**config.mk**
```make
export PLATFORM = sky130hd
export DESIGN_NAME = inst_encoder_loader_flat
export DESIGN_NICKNAME = d
export VERILOG_FILES = /design/src/rtl/rv32_pkg.sv /design/src/rtl/inst_encoder_loader_if.sv /design/src/rtl/inst_encoder_loader_packer.sv /design/src/rtl/inst_encoder_loader.sv /design/src/flat_wrapper.sv
export SDC_FILE = /design/constraint.sdc
export NUM_CORES = 1
export LEC_CHECK = 0
export CAP_MARGIN = 10
export CORE_MARGIN = 4
export CORE_UTILIZATION = 46
export DETAILED_ROUTE_END_ITERATION = 8
export HOLD_SLACK_MARGIN = 0.05
export MAX_ROUTING_LAYER = met4
export PLACE_DENSITY = 0.82
export SKIP_LAST_GASP = 1
export SLEW_MARGIN = 30
export SYNTH_ARGS = -nofsm -noshare
export SYNTH_HDL_FRONTEND = slang
export SYNTH_SLANG_ARGS = --single-unit
```
**constraint.sdc**
```tcl
create_clock -name i_clk -period 6 [get_ports i_clk]
set_clock_uncertainty 0.05 [all_clocks]
set_input_delay 1.2 -clock i_clk [delete_from_list [all_inputs] [get_ports i_clk]]
set_output_delay 1.2 -clock i_clk [all_outputs]
set_load 0.1 [all_outputs]
```
**src/rtl/rv32_pkg.sv**
```systemverilog
// Shared RV32I encoding constants, request payload and FSM state types for the
// instruction encoder/loader and its decoder counterpart.
package rv32_pkg;

    localparam int unsigned DWIDTH = 32;
    localparam int unsigned AWIDTH = 32;
    localparam int unsigned CWIDTH = 16;

    localparam logic [2:0] FMT_R  = 3'd0;
    localparam logic [2:0] FMT_I  = 3'd1;
    localparam logic [2:0] FMT_S  = 3'd2;
    localparam logic [2:0] FMT_SB = 3'd3;
    localparam logic [2:0] FMT_U  = 3'd4;
    localparam logic [2:0] FMT_UJ = 3'd5;

    localparam logic [DWIDTH-1:0] NOP = 32'h0000_0013;

    // Field LSB positions within an instruction word
    localparam int unsigned OPCODE_LSB = 0;
    localparam int unsigned RD_LSB     = 7;
    localparam int unsigned FUNCT3_LSB = 12;
    localparam int unsigned RS1_LSB    = 15;
    localparam int unsigned RS2_LSB    = 20;
    localparam int unsigned FUNCT7_LSB = 25;

    typedef enum logic [1:0] {
        ST_IDLE = 2'd0,
        ST_RUN  = 2'd1,
        ST_DONE = 2'd2
    } state_e;

    typedef struct packed {
        logic [2:0]  fmt;
        logic [6:0]  opcode;
        logic [4:0]  rd;
        logic [4:0]  rs1;
        logic [4:0]  rs2;
        logic [2:0]  funct3;
        logic [6:0]  funct7;
        logic [31:0] imm;
    } enc_req_t;

    // True when v is representable as a signed value of the given bit width
    function automatic logic fits_signed(input logic [31:0] v, input int unsigned bits);
        logic signed [31:0] s;
        s = $signed(v) >>> (bits - 1);
        return (s == '0) || (s == '1);
    endfunction

endpackage

```
**src/rtl/inst_encoder_loader_if.sv**
```systemverilog
// Request and IMEM-write bundle of the instruction encoder/loader.
interface inst_encoder_loader_if;
    import rv32_pkg::*;

    logic              i_start;
    logic [AWIDTH-1:0] i_base_addr;
    logic              i_valid;
    logic              o_ready;
    logic              i_last;
    logic [2:0]        i_fmt;
    logic [6:0]        i_opcode;
    logic [4:0]        i_rd;
    logic [4:0]        i_rs1;
    logic [4:0]        i_rs2;
    logic [2:0]        i_funct3;
    logic [6:0]        i_funct7;
    logic [31:0]       i_imm;
    logic              o_mem_we;
    logic [AWIDTH-1:0] o_mem_addr;
    logic [DWIDTH-1:0] o_mem_wdata;
    logic              i_mem_ready;
    logic [CWIDTH-1:0] o_count;
    logic              o_done;
    logic              o_err;

    modport slave (
        input  i_start, i_base_addr, i_valid, i_last, i_fmt, i_opcode, i_rd, i_rs1,
               i_rs2, i_funct3, i_funct7, i_imm, i_mem_ready,
        output o_ready, o_mem_we, o_mem_addr, o_mem_wdata, o_count, o_done, o_err
    );

    modport master (
        output i_start, i_base_addr, i_valid, i_last, i_fmt, i_opcode, i_rd, i_rs1,
               i_rs2, i_funct3, i_funct7, i_imm, i_mem_ready,
        input  o_ready, o_mem_we, o_mem_addr, o_mem_wdata, o_count, o_done, o_err
    );

endinterface

```
**src/rtl/inst_encoder_loader_packer.sv**
```systemverilog
// Combinational RV32I field-to-word packer. INST_ENCODER_IMM_CHECK_EN adds
// immediate range/alignment checking on range_err_c.
module inst_packer
    import rv32_pkg::*;
(
    input  enc_req_t          req,
    output logic [DWIDTH-1:0] word_c,
    output logic              illegal_c,
    output logic              range_err_c
);

    always_comb begin
        word_c      = NOP;
        illegal_c   = 1'b0;
        range_err_c = 1'b0;
        case (req.fmt)
            FMT_R:  word_c = {req.funct7, req.rs2, req.rs1, req.funct3, req.rd, req.opcode};
            FMT_I:  word_c = {req.imm[11:0], req.rs1, req.funct3, req.rd, req.opcode};
            FMT_S:  word_c = {req.imm[11:5], req.rs2, req.rs1, req.funct3, req.imm[4:0], req.opcode};
            FMT_SB: word_c = {req.imm[12], req.imm[10:5], req.rs2, req.rs1, req.funct3,
                              req.imm[4:1], req.imm[11], req.opcode};
            FMT_U:  word_c = {req.imm[31:12], req.rd, req.opcode};
            FMT_UJ: word_c = {req.imm[20], req.imm[10:1], req.imm[11], req.imm[19:12],
                              req.rd, req.opcode};
            default: illegal_c = 1'b1;
        endcase
`ifdef INST_ENCODER_IMM_CHECK_EN
        case (req.fmt)
            FMT_I, FMT_S: range_err_c = !fits_signed(req.imm, 12);
            FMT_SB:       range_err_c = !fits_signed(req.imm, 13) || req.imm[0];
            FMT_U:        range_err_c = (req.imm[11:0] != 12'd0);
            FMT_UJ:       range_err_c = !fits_signed(req.imm, 21) || req.imm[0];
            default:      range_err_c = 1'b0;
        endcase
`endif
    end

endmodule

```
**src/rtl/inst_encoder_loader.sv**
```systemverilog
// Streaming RV32I encoder that writes packed words to consecutive IMEM addresses.
// Optional immediate checking via INST_ENCODER_IMM_CHECK_EN (see inst_packer).
module inst_encoder_loader
    import rv32_pkg::*;
(
    input  logic                  i_clk,
    input  logic                  i_rst,
    inst_encoder_loader_if.slave  bus
);

    state_e            state_q, state_d;
    logic              buf_valid_q, buf_last_q, last_seen_q, err_q;
    logic [DWIDTH-1:0] wdata_q;
    logic [AWIDTH-1:0] addr_q;
    logic [CWIDTH-1:0] count_q;
    logic              ready_c, done_c, accept_c, write_done_c, start_go_c;
    enc_req_t          req_c;
    logic [DWIDTH-1:0] pack_word_c;
    logic              pack_illegal_c, pack_range_err_c;

    assign req_c = '{fmt: bus.i_fmt, opcode: bus.i_opcode, rd: bus.i_rd, rs1: bus.i_rs1,
                     rs2: bus.i_rs2, funct3: bus.i_funct3, funct7: bus.i_funct7, imm: bus.i_imm};

    inst_packer u_packer (
        .req         (req_c),
        .word_c      (pack_word_c),
        .illegal_c   (pack_illegal_c),
        .range_err_c (pack_range_err_c)
    );

    assign accept_c     = bus.i_valid && ready_c;
    assign write_done_c = buf_valid_q && bus.i_mem_ready;
    assign start_go_c   = (state_q == ST_IDLE) && bus.i_start;

    always_ff @(posedge i_clk or posedge i_rst) begin
        if (i_rst) state_q <= ST_IDLE;
        else       state_q <= state_d;
    end

    always_comb begin
        state_d = state_q;
        case (state_q)
            ST_IDLE: if (bus.i_start) state_d = ST_RUN;
            ST_RUN:  if (write_done_c && buf_last_q) state_d = ST_DONE;
            ST_DONE: state_d = ST_IDLE;
            default: state_d = ST_IDLE;
        endcase
    end

    // Ready is closed once the last request is in, until the FSM leaves RUN
    always_comb begin
        ready_c = 1'b0;
        done_c  = 1'b0;
        case (state_q)
            ST_RUN:  ready_c = !last_seen_q && (!buf_valid_q || bus.i_mem_ready);
            ST_DONE: done_c  = 1'b1;
            default: ;
        endcase
    end

    // Single-entry output buffer: a new accept may reload it as the old word retires
    always_ff @(posedge i_clk or posedge i_rst) begin
        if (i_rst) begin
            buf_valid_q <= 1'b0;
            buf_last_q  <= 1'b0;
            wdata_q     <= '0;
        end else if (accept_c) begin
            buf_valid_q <= 1'b1;
            buf_last_q  <= bus.i_last;
            wdata_q     <= pack_word_c;
        end else if (write_done_c) begin
            buf_valid_q <= 1'b0;
        end
    end

    always_ff @(posedge i_clk or posedge i_rst) begin
        if (i_rst) begin
            addr_q      <= '0;
            count_q     <= '0;
            err_q       <= 1'b0;
            last_seen_q <= 1'b0;
        end else if (start_go_c) begin
            addr_q      <= bus.i_base_addr;
            count_q     <= '0;
            err_q       <= 1'b0;
            last_seen_q <= 1'b0;
        end else begin
            if (write_done_c) begin
                addr_q  <= addr_q + AWIDTH'(4);
                count_q <= count_q + CWIDTH'(1);
            end
            if (accept_c) begin
                last_seen_q <= last_seen_q | bus.i_last;
                if (pack_illegal_c || pack_range_err_c) err_q <= 1'b1;
            end
        end
    end

    assign bus.o_ready     = ready_c;
    assign bus.o_done      = done_c;
    assign bus.o_mem_we    = buf_valid_q;
    assign bus.o_mem_addr  = addr_q;
    assign bus.o_mem_wdata = wdata_q;
    assign bus.o_count     = count_q;
    assign bus.o_err       = err_q;

endmodule

```
**src/flat_wrapper.sv**
```systemverilog
// flat-port wrapper written by rule: the top's interface ports become plain ports
module inst_encoder_loader_flat import rv32_pkg::*;
  (i_clk, i_rst, bus_i_start, bus_i_base_addr, bus_i_valid, bus_i_last, bus_i_fmt, bus_i_opcode, bus_i_rd, bus_i_rs1, bus_i_rs2, bus_i_funct3, bus_i_funct7, bus_i_imm, bus_i_mem_ready, bus_o_ready, bus_o_mem_we, bus_o_mem_addr, bus_o_mem_wdata, bus_o_count, bus_o_done, bus_o_err);
  inst_encoder_loader_if bus_i ();
  input  logic i_clk;
  input  logic i_rst;
  input wire logic [$bits(bus_i.i_start)-1:0] bus_i_start;
  input wire logic [$bits(bus_i.i_base_addr)-1:0] bus_i_base_addr;
  input wire logic [$bits(bus_i.i_valid)-1:0] bus_i_valid;
  input wire logic [$bits(bus_i.i_last)-1:0] bus_i_last;
  input wire logic [$bits(bus_i.i_fmt)-1:0] bus_i_fmt;
  input wire logic [$bits(bus_i.i_opcode)-1:0] bus_i_opcode;
  input wire logic [$bits(bus_i.i_rd)-1:0] bus_i_rd;
  input wire logic [$bits(bus_i.i_rs1)-1:0] bus_i_rs1;
  input wire logic [$bits(bus_i.i_rs2)-1:0] bus_i_rs2;
  input wire logic [$bits(bus_i.i_funct3)-1:0] bus_i_funct3;
  input wire logic [$bits(bus_i.i_funct7)-1:0] bus_i_funct7;
  input wire logic [$bits(bus_i.i_imm)-1:0] bus_i_imm;
  input wire logic [$bits(bus_i.i_mem_ready)-1:0] bus_i_mem_ready;
  output wire logic [$bits(bus_i.o_ready)-1:0] bus_o_ready;
  output wire logic [$bits(bus_i.o_mem_we)-1:0] bus_o_mem_we;
  output wire logic [$bits(bus_i.o_mem_addr)-1:0] bus_o_mem_addr;
  output wire logic [$bits(bus_i.o_mem_wdata)-1:0] bus_o_mem_wdata;
  output wire logic [$bits(bus_i.o_count)-1:0] bus_o_count;
  output wire logic [$bits(bus_i.o_done)-1:0] bus_o_done;
  output wire logic [$bits(bus_i.o_err)-1:0] bus_o_err;
  assign bus_i.i_start = bus_i_start;
  assign bus_i.i_base_addr = bus_i_base_addr;
  assign bus_i.i_valid = bus_i_valid;
  assign bus_i.i_last = bus_i_last;
  assign bus_i.i_fmt = bus_i_fmt;
  assign bus_i.i_opcode = bus_i_opcode;
  assign bus_i.i_rd = bus_i_rd;
  assign bus_i.i_rs1 = bus_i_rs1;
  assign bus_i.i_rs2 = bus_i_rs2;
  assign bus_i.i_funct3 = bus_i_funct3;
  assign bus_i.i_funct7 = bus_i_funct7;
  assign bus_i.i_imm = bus_i_imm;
  assign bus_i.i_mem_ready = bus_i_mem_ready;
  assign bus_o_ready = bus_i.o_ready;
  assign bus_o_mem_we = bus_i.o_mem_we;
  assign bus_o_mem_addr = bus_i.o_mem_addr;
  assign bus_o_mem_wdata = bus_i.o_mem_wdata;
  assign bus_o_count = bus_i.o_count;
  assign bus_o_done = bus_i.o_done;
  assign bus_o_err = bus_i.o_err;
  inst_encoder_loader u_core (.i_clk(i_clk), .i_rst(i_rst), .bus(bus_i));
endmodule
```
==> impl_results.md, run 1 <==
- Setup Fix Bufs, Post-CTS: 0
- Hold slack: 0.437 ns
- DRC errors left: 0
- Syn nets: ~580
- Inst Count DP: 773
- Post-Synthesis Mean Instance Area: roughly 9.2 um^2
- CP required: between 4 and 5 ns
- RSZ-0062 raised after global routing: no
- Pre-CTS WS: between 1.5 and 2 ns
- Layout Cells excl Fill: slightly below 800
- Max cap viols: 0
- Relative slew slack: about a third
- Num CTS Buffers: 9
- Total number of vias: 4264
- Via density: about 5.4
- Unique masters post-synth: 43
- I/O Buffers: 188
- Ys flop type: dfrtp_1
- Setup tns final: 0 ns
- DR pass1 iterations: 5
- Pin count of the biggest net entering global routing: 73
- Hold Crit Depth: 2
- All-Layer GR Usage: around a quarter
- Most frequent cells in the layout: clkdlybuf4s50_1 (186), dfrtp_1 (86), nand2_1 (73)
- R2r worst-path depth: 5
- Fin. Hold Viols: 0
- CP max stage cell: clkdlybuf4s50_1
- Status: complete, no violations
- CP max FO: 5
- Number of fill cells in the layout: just over 700
- # IOs: approximately 190
- CTS Hold Buffers Added: 0
- # diodes: 0
- EDFF count, synth: 0
- Critical Path Source Type: input pin
- Root buffer cell: clkbuf_8
- Synth warnings: 0
- GP Congestion: 0.881
- Fin crit period: 4.06 ns
- Critical path class: in2out
- Fraction of layout cells with a size suffix above 1: between 5 and 6%
- Longest Clk Path Bufs: 2
- Worst skew pair latency: 0.35 ns
- Slowest cell delay on critical path: 0.58 ns
- H-tree depth: 3
- First-pass GRT wire length: ~21000 um
- Site Rows: 35
- DIE WIDTH: approximately 110 um
- Final worst slack: just under 2 ns
- Highest clock rate: 0.246 GHz
- Synthesized area: about 4400 um^2
- Clk slew on worst S/H paths: about 0.090 ns
- CP cell instances: clkdlybuf4s50_1 > and2b_2 > nor3_1 > buf_4
- Final WL: 12800 um
- Period utilisation layout: 67.6%
- CTS tree: yes
- # resized after CTS: 0
- Core ar.: roughly 9000 um^2
- # nets final: between 700 and 800
- Detailed Place HPWL: approximately 9900 um
- Hold WC Path Type: reg2reg
- Async SR Flop Fraction: 100%
- Wirelength per Cell: roughly 16 um
- Syn Inst Count: 477
- DRT antenna net count: 0
- Most common cell after layout, fill and taps aside: clkdlybuf4s50_1
- Die Y-Extent: 105 um
- Grt ovf: 0
- Vias in the first global route: approximately 4.2k
- Worst-Margin Slew: 1.02 ns
- CP Capture Type: output port
- Initial DRC count: about 170
- Syn-to-layout area delta: 50.1%
- Starting density of the core: 47.3%
- CTS Sinks: 86
- Register area share after synthesis: 49.3%
- Initial antenna violation count: 0
- Die area: 11100 um^2
- Final setup viols: 0
- Critical path arrival: 2.81 ns
- Post-synthesis register bit count: 86
- Count of pins over their slew limit: 0
-- layout make-up --
| type | count | area (um^2) | share of cell area [%] |
|---|---|---|---|
| sequential | 86 | 2150 | 32.8 |
| clock inverter | 7 | 97.6 | 1.49 |
| clock buffer | 9 | 124 | 1.89 |
| timing repair buffer | 190 | 1890 | 28.8 |
| multi-input combinational | 359 | 2090 | 32.0 |
| tap | 129 | 161 | 2.46 |
| inverter | 9 | 35.0 | 0.535 |
-- path summary, 6_finish.rpt --
path / slack, ns / start / to
max: 1.94 / bus_i_mem_ready / bus_o_ready
min reg2reg: 0.44 / u_core.bus.o_mem_wdata[31] / u_core.bus.o_mem_wdata[31]
max reg2reg: 3.46 / u_core.bus.o_mem_we / u_core.bus.o_mem_wdata[4]
min in group asynchronous: 1.16 / i_rst / u_core.bus.o_mem_wdata[23]
min: 0.44 / u_core.bus.o_mem_wdata[31] / u_core.bus.o_mem_wdata[31]
max in group asynchronous: 3.65 / i_rst / u_core.bus.o_count[0]
-- critical path: cells and delay by family --
kind / cells / cell delay [ns]
AND/OR/NAND/NOR: 2 / 0.64
buffers and inverters: 2 / 0.96
-- sequential cells by signal, summed over array words and instances, names as in the netlist --
signal                  cells
u_core.state_q              2
u_core.bus.o_mem_addr      32
u_core.last_seen_q          1
u_core.bus.o_err            1
u_core.buf_last_q           1
u_core.bus.o_mem_wdata     32
u_core.bus.o_mem_we         1
u_core.bus.o_count         16
-- synthesized netlist by cell type (2+ instances only) --
library cell	number	area share (%)
a211oi_1	2	0.34
a21oi_1	18	2.1
a221oi_1	13	2.6
a22o_1	4	0.80
a22oi_1	11	1.9
a31oi_1	2	0.29
and2_1	3	0.43
buf_2	2	0.23
clkbuf_1	20	1.7
dfrtp_1	86	49
ha_1	2	0.57
inv_1	8	0.69
mux2_2	3	0.77
mux2i_1	7	1.6
nand2_1	73	6.3
nand2b_1	3	0.43
nand3_1	14	1.6
nand4_1	19	2.7
nor2_1	58	5.0
nor2b_1	4	0.57
nor3_1	10	1.1
nor3_2	2	0.46
nor4_1	5	0.72
o21ai_0	46	5.3
o21ai_1	2	0.23
o22a_1	3	0.60
or3_1	5	0.72
xnor2_1	18	3.6
xor2_1	20	4.0
-- stage by stage --
| step | utilization [%] | area [um^2] |
|---|---|---|
| after floorplan | - | 4370 |
| after global placement | 68.6 | 6340 |
| after detailed placement | 68.6 | 6340 |
| after CTS | 71.0 | 6560 |
| after global routing | 70.9 | 6550 |
| final | 70.9 | 6550 |
-- routing by layer --
metal,wire length (um),share of wire (%),track usage (%)
met1,5310,41,29.9
met2,6150,48,36.7
met3,1160,9.0,7.35
met4,210,1.6,7.22
met5,0,0,-
-- cell families (layout without fill, tap and decap cells) --
family                   after synthesis  after routing  share of synthesized area, %
AO/OA/AOI/OAI                        103            103                          14.5
flip-flops                            86             86                          49.3
adder cells (fa/ha/maj)                2              2                         0.573
multiplexers                          10             10                          2.38
AND/OR/NAND/NOR                      206            206                          22.9
XOR/XNOR                              38             38                          7.62
buffers and inverters                 32            215                          2.81
Power of run 1 is not shown: default switching activity piles up to over one toggle a cycle in this logic, so the estimate is an artifact.
==> inputs of run 2 (changes only) <==
--- a/config.mk
+++ b/config.mk
@@ -7,11 +7,11 @@
 export LEC_CHECK = 0
 export CAP_MARGIN = 10
 export CORE_MARGIN = 4
-export CORE_UTILIZATION = 46
+export CORE_UTILIZATION = 43
 export DETAILED_ROUTE_END_ITERATION = 8
 export HOLD_SLACK_MARGIN = 0.05
 export MAX_ROUTING_LAYER = met4
-export PLACE_DENSITY = 0.82
+export PLACE_DENSITY = 0.77
 export SKIP_LAST_GASP = 1
 export SLEW_MARGIN = 30
 export SYNTH_ARGS = -nofsm -noshare
==> constraint.sdc (replaced) <==
create_clock -name i_clk -period 3.8 [get_ports i_clk]
set_clock_uncertainty 0.05 [all_clocks]
set_input_delay 0.76 -clock i_clk [delete_from_list [all_inputs] [get_ports i_clk]]
set_output_delay 0.76 -clock i_clk [all_outputs]
set_load 0.1 [all_outputs]
==> impl_results.md, run 2 (synthesized netlist as in run 1, its figures left out) <==
- Fin. Hold Viols: 0 (unchanged)
- Setup crit start: u_core.bus.o_mem_addr[7]
- Hold Crit Depth: 2 (unchanged)
- DRT antenna net count: 0 (unchanged)
- Num CTS Buffers: 9 (unchanged)
- Worst-Margin Slew: 1.01 ns (-0.00989 ns)
- Count of pins over their slew limit: 0 (unchanged)
- Die Y-Extent: 109 um (+3.2%)
- Worst r2r src: u_core.bus.o_mem_addr[2]
- Pin count of the biggest net entering global routing: 55 (-25%)
- Total number of vias: 4173 (-2.1%)
- Initial DRC count: 166 (+0.61%)
- Root buffer cell: clkbuf_8
- Relative slew slack: 32.3% (+0.66 points)
- Final setup viols: 0 (unchanged)
- Fraction of layout cells with a size suffix above 1: 5.73% (+0.28 points)
- Crit path buffers/inverters: 1 (-1)
- CP cell instances: clkdlybuf4s50_1
- Critical Path Sink: bus_o_mem_addr[7]
- Grt ovf: 0 (unchanged)
- Longest Clk Path Bufs: 2 (unchanged)
- CP max FO: 6 (+1)
- H-tree depth: 3 (unchanged)
- CTS Hold Buffers Added: 0 (unchanged)
- Final worst slack: 0.938 ns (-1.00 ns)
- R2R Path End: u_core.bus.o_mem_addr[26]
- Most frequent cells in the layout: clkdlybuf4s50_1 (186), dfrtp_1 (86), nand2_1 (73)
- WL met1: 5330 um (+0.47%)
- GP Congestion: 0.894 (+1.4%)
- Delay-heaviest family, CP: buffers and inverters
- Utilization after layout: 67.2% (-3.8 points)
- Detailed Place HPWL: 10200 um (+3.4%)
- Critical Path Source Type: flip-flop
- Hold WC Path Type: reg2reg
- Highest clock rate: 0.349 GHz
- Worst skew pair latency: 0.36 ns (about the same)
- First-pass GRT wire length: 20600 um (-0.67%)
- Critical path class: reg2out
- CTS tree: yes
- RSZ-0062 raised after global routing: no
- Starting density of the core: 44.5% (-2.8 points)
- Wirelength per Cell: 16.4 um (+0.66%)
- # resized after CTS: 0 (unchanged)
- Initial antenna violation count: 0 (unchanged)
- Via density: 5.24 (-3.0%)
- Fin crit period: ~2.9 ns
- CP required: 2.99 ns (-1.76 ns)
- CTS Sinks: 86 (unchanged)
- Metal2 WL: 6150 um (+0.13%)
- # nets final: 767 (+0.66%)
- # diodes: 0 (unchanged)
- Setup Fix Bufs, Post-CTS: 0 (unchanged)
- Max Used Layer: met4
- Pre-CTS WS: 0.962 ns (-1.00 ns)
- I/O Buffers: 188 (unchanged)
- Critical path arrival: 2.05 ns (-0.76 ns)
- CP max stage cell: clkdlybuf4s50_1
- DR pass1 iterations: 5 (unchanged)
- DIE WIDTH: 109 um (+3.2%)
- Clk slew on worst S/H paths: 0.08 ns (about the same)
- Routed met3 length: 1420 um (+22%)
- Site Rows: 36 (+2.9%)
- All-Layer GR Usage: 22.8% (-0.90 points)
- Max cap viols: 0 (unchanged)
- Die area: 11800 um^2 (+6.4%)
- CP Capture Type: output port
- Core ar.: 9820 um^2 (+6.3%)
- Setup tns final: 0 ns (unchanged)
- Final WL: 13000 um (+1.6%)
- Most common cell after layout, fill and taps aside: clkdlybuf4s50_1
- Crit. path cell count: 1 (-3)
- Vias in the first global route: 4252 (+0.54%)
- # IOs: 189 (unchanged)
- R2r worst-path depth: 6 (+1)
- Period utilisation layout: approximately 75%
- DRC errors left: 0 (unchanged)
- Flop2flop setup slack: 1.68 ns (-1.78 ns)
- Slowest cell delay on critical path: 1.19 ns (+0.61 ns)
- Status: complete, no violations
- Syn-to-layout area delta: 51.1%
[run 2: layout make-up]
| cell class | count | area, um^2 |
|---|---|---|
| Inverter | 9 | 35.0 |
| Clock buffer | 13 | 159 |
| Sequential cell | 86 | 2150 |
| Multi-Input combinational cell | 359 | 2100 |
| Fill cell | 849 | 3220 |
| Tap cell | 133 | 166 |
| Clock inverter | 1 | 30.0 |
| Timing Repair Buffer | 195 | 1950 |
[run 2: how the worst min path moves through the flow]
stage                               startpoint                          to  slack [ns]
floorplan                    u_core.buf_last_q           u_core.buf_last_q        0.40
global placement    u_core.bus.o_mem_wdata[27]  u_core.bus.o_mem_wdata[27]        0.41
detailed placement           u_core.buf_last_q           u_core.buf_last_q        0.42
CTS                 u_core.bus.o_mem_wdata[25]  u_core.bus.o_mem_wdata[25]        0.44
global route        u_core.bus.o_mem_wdata[27]  u_core.bus.o_mem_wdata[27]        0.46
finish              u_core.bus.o_mem_wdata[31]  u_core.bus.o_mem_wdata[31]        0.43
[run 2: tightest hold or removal path, delay by kind of cell, from the launching register on]
family             cells  cell delay (ns)
DFF                    1             0.35
and+or+nand+nor        1             0.04
AOI/OAI and AO/OA      1             0.06
[run 2: per-stage QoR]
step,hold WS [ns],instances,area (um^2)
global placement,0.411,782,6410
finish,0.430,796,6600
floorplan,0.396,477,4370
global route,0.459,796,6600
CTS,0.437,796,6600
detailed placement,0.419,782,6410
[run 2: layer usage]
metal | up-vias | track usage (%)
li1 | 2042 | -
met1 | 1913 | 28.3
met2 | 204 | 36.1
met3 | 14 | 6.34
met4 | 0 | 7.39
met5 | - | -
Power of run 2 is left out for the same reason.
==> inputs of run 3 (changes only) <==
==> constraint.sdc (replaced) <==
create_clock -name i_clk -period 2.8 [get_ports i_clk]
set_clock_uncertainty 0.05 [all_clocks]
set_input_delay 0.56 -clock i_clk [delete_from_list [all_inputs] [get_ports i_clk]]
set_output_delay 0.56 -clock i_clk [all_outputs]
set_load 0.1 [all_outputs]
==> impl_results.md, run 3 (synthesized netlist as in run 1, its figures left out) <==
- Pin count of the biggest net entering global routing: 87 (+58%)
- Vias in the first global route: 4185 (-1.6%)
- Site Rows: 36 (unchanged)
- Highest clock rate: between 0.4 and 0.5 GHz
- Critical path class: in2out
- Final WL: 13200 um (+1.0%)
- # IOs: 189 (unchanged)
- Worst skew pair latency: 0.35 ns (about the same)
- DIE WIDTH: 109 um (unchanged)
- Initial DRC count: 181 (+9.0%)
- Num CTS Buffers: 9 (unchanged)
- Worst-Margin Slew: 0.710 ns (-0.303 ns)
- H-tree depth: 3 (unchanged)
- Flop2flop setup slack: 0.68 ns (-1.00 ns)
- Starting density of the core: 44.5% (unchanged)
- CTS Sinks: 86 (unchanged)
- Max cap viols: 0 (unchanged)
- Met2 usage: 35.5% (-0.57 points)
- Via density: 5.27 (+0.55%)
- Critical path arrival: 1.82 ns (-0.23 ns)
- Die Y-Extent: 109 um (unchanged)
- Setup Fix Bufs, Post-CTS: 0 (unchanged)
- Fin crit period: about 2.4 ns
- All-Layer GR Usage: 22.8% (+0.075 points)
- GP Congestion: 0.897 (+0.37%)
- Fraction of layout cells with a size suffix above 1: 19.1% (+13 points)
- Longest Clk Path Bufs: 2 (unchanged)
- Met1 usage: 28.6% (+0.33 points)
- Status: complete, no violations
- # resized after CTS: 0 (unchanged)
- I/O Buffers: 188 (unchanged)
- Initial antenna violation count: 0 (unchanged)
- # nets final: 772 (+0.65%)
- Grt ovf: 0 (unchanged)
- Count of pins over their slew limit: 0 (unchanged)
- RSZ-0062 raised after global routing: no
- Total number of vias: 4233 (+1.4%)
- Hold WC Path Type: reg2reg
- Root buffer cell: clkbuf_8
- DRT antenna net count: 0 (unchanged)
- Most frequent cells in the layout: clkdlybuf4s50_1 (104), buf_4 (94), dfrtp_1 (86)
- Core ar.: 9820 um^2 (unchanged)
- Fin. Hold Viols: 0 (unchanged)
- CTS Hold Buffers Added: 0 (unchanged)
- Top Usage Layer GRT: met2
- # diodes: 0 (unchanged)
- CTS tree: yes
- Design area: 6510 um^2 (-1.3%)
- Wirelength per Cell: 16.4 um (+0.16%)
- Critical Path Source Type: input pin
- Die area: 11800 um^2 (unchanged)
- Relative slew slack: 52.5% (+20 points)
- Placed cell area: 6250 um^2 (-2.5%)
- DRC errors left: 0 (unchanged)
- Syn-to-layout area delta: 49.1%
- CP Capture Type: output port
- DR pass1 iterations: 4 (-1)
- Final setup viols: 0 (unchanged)
- Most common cell after layout, fill and taps aside: clkdlybuf4s50_1
- First-pass GRT wire length: 20600 um (about the same)
- Clk slew on worst S/H paths: 0.08 ns (about the same)
- CP required: 2.19 ns (-0.80 ns)
- GR Layer Usage met3: 6.87% (+0.53 points)
- Period utilisation layout: about 87%
- Detailed Place HPWL: 10100 um (-0.59%)
- CP max FO: 5 (-1)
## run 3: changes by cell type in the layout (fill, tap and decap cells not counted)
cell             change
clkbuf_1             -1
clkdlybuf4s50_1     -82
clkinvlp_4           +1
and2_2               +1
buf_4               +87
clkbuf_8             -2
and2_4               -1
clkinv_4             +1
nor3_4               +1
nor3_2               -1
bufinv_16            +3
## run 3: final timing paths
kind,cells past startpoint,endpoint,from
min reg2reg,2,u_core.bus.o_mem_addr[1],u_core.bus.o_mem_addr[1]
min,2,u_core.bus.o_mem_addr[1],u_core.bus.o_mem_addr[1]
max,4,bus_o_ready,bus_i_mem_ready
max in group asynchronous,3,u_core.bus.o_count[13],i_rst
max reg2reg,6,u_core.bus.o_mem_addr[26],u_core.bus.o_mem_addr[2]
min in group asynchronous,3,u_core.bus.o_mem_wdata[11],i_rst
## run 3: stage by stage
step | hold WS (ns) | instances | setup WS (ns) | TNS (ns) | utilization [%]
2_1_floorplan | 0.396 | 477 | -0.136 | -1.76 | -
3_3_place_gp | 0.411 | 787 | 0.256 | 0 | 63.6
3_5_place_dp | 0.424 | 787 | 0.175 | 0 | 63.6
4_1_cts | 0.442 | 803 | 0.365 | 0 | 66.3
5_1_grt | 0.469 | 803 | 0.309 | 0 | 66.3
6_report | 0.440 | 803 | 0.366 | 0 | 66.3
## run 3: cell type report
| type | count | area [um^2] |
|---|---|---|
| clock buffer | 10 | 128 |
| clock inverter | 6 | 134 |
| fill | 828 | 3310 |
| inverter | 9 | 37.5 |
| multi-input combinational | 359 | 2100 |
| sequential | 86 | 2150 |
| tap | 133 | 166 |
| timing repair buffer | 200 | 1790 |
## run 3: layer usage
metal | vias up | share of wire, %
met1 | 1960 | 42
met3 | 22 | 9.9
li1 | 2059 | -
met5 | - | 0
met2 | 192 | 47
met4 | 0 | 1.8
## run 3: worst max-delay path: stages
cell and delay [ns]:
clkdlybuf4s50_1 0.57, and2b_2 0.28, nor3_4 0.19, buf_12 0.21
Power of run 3 is left out for the same reason.
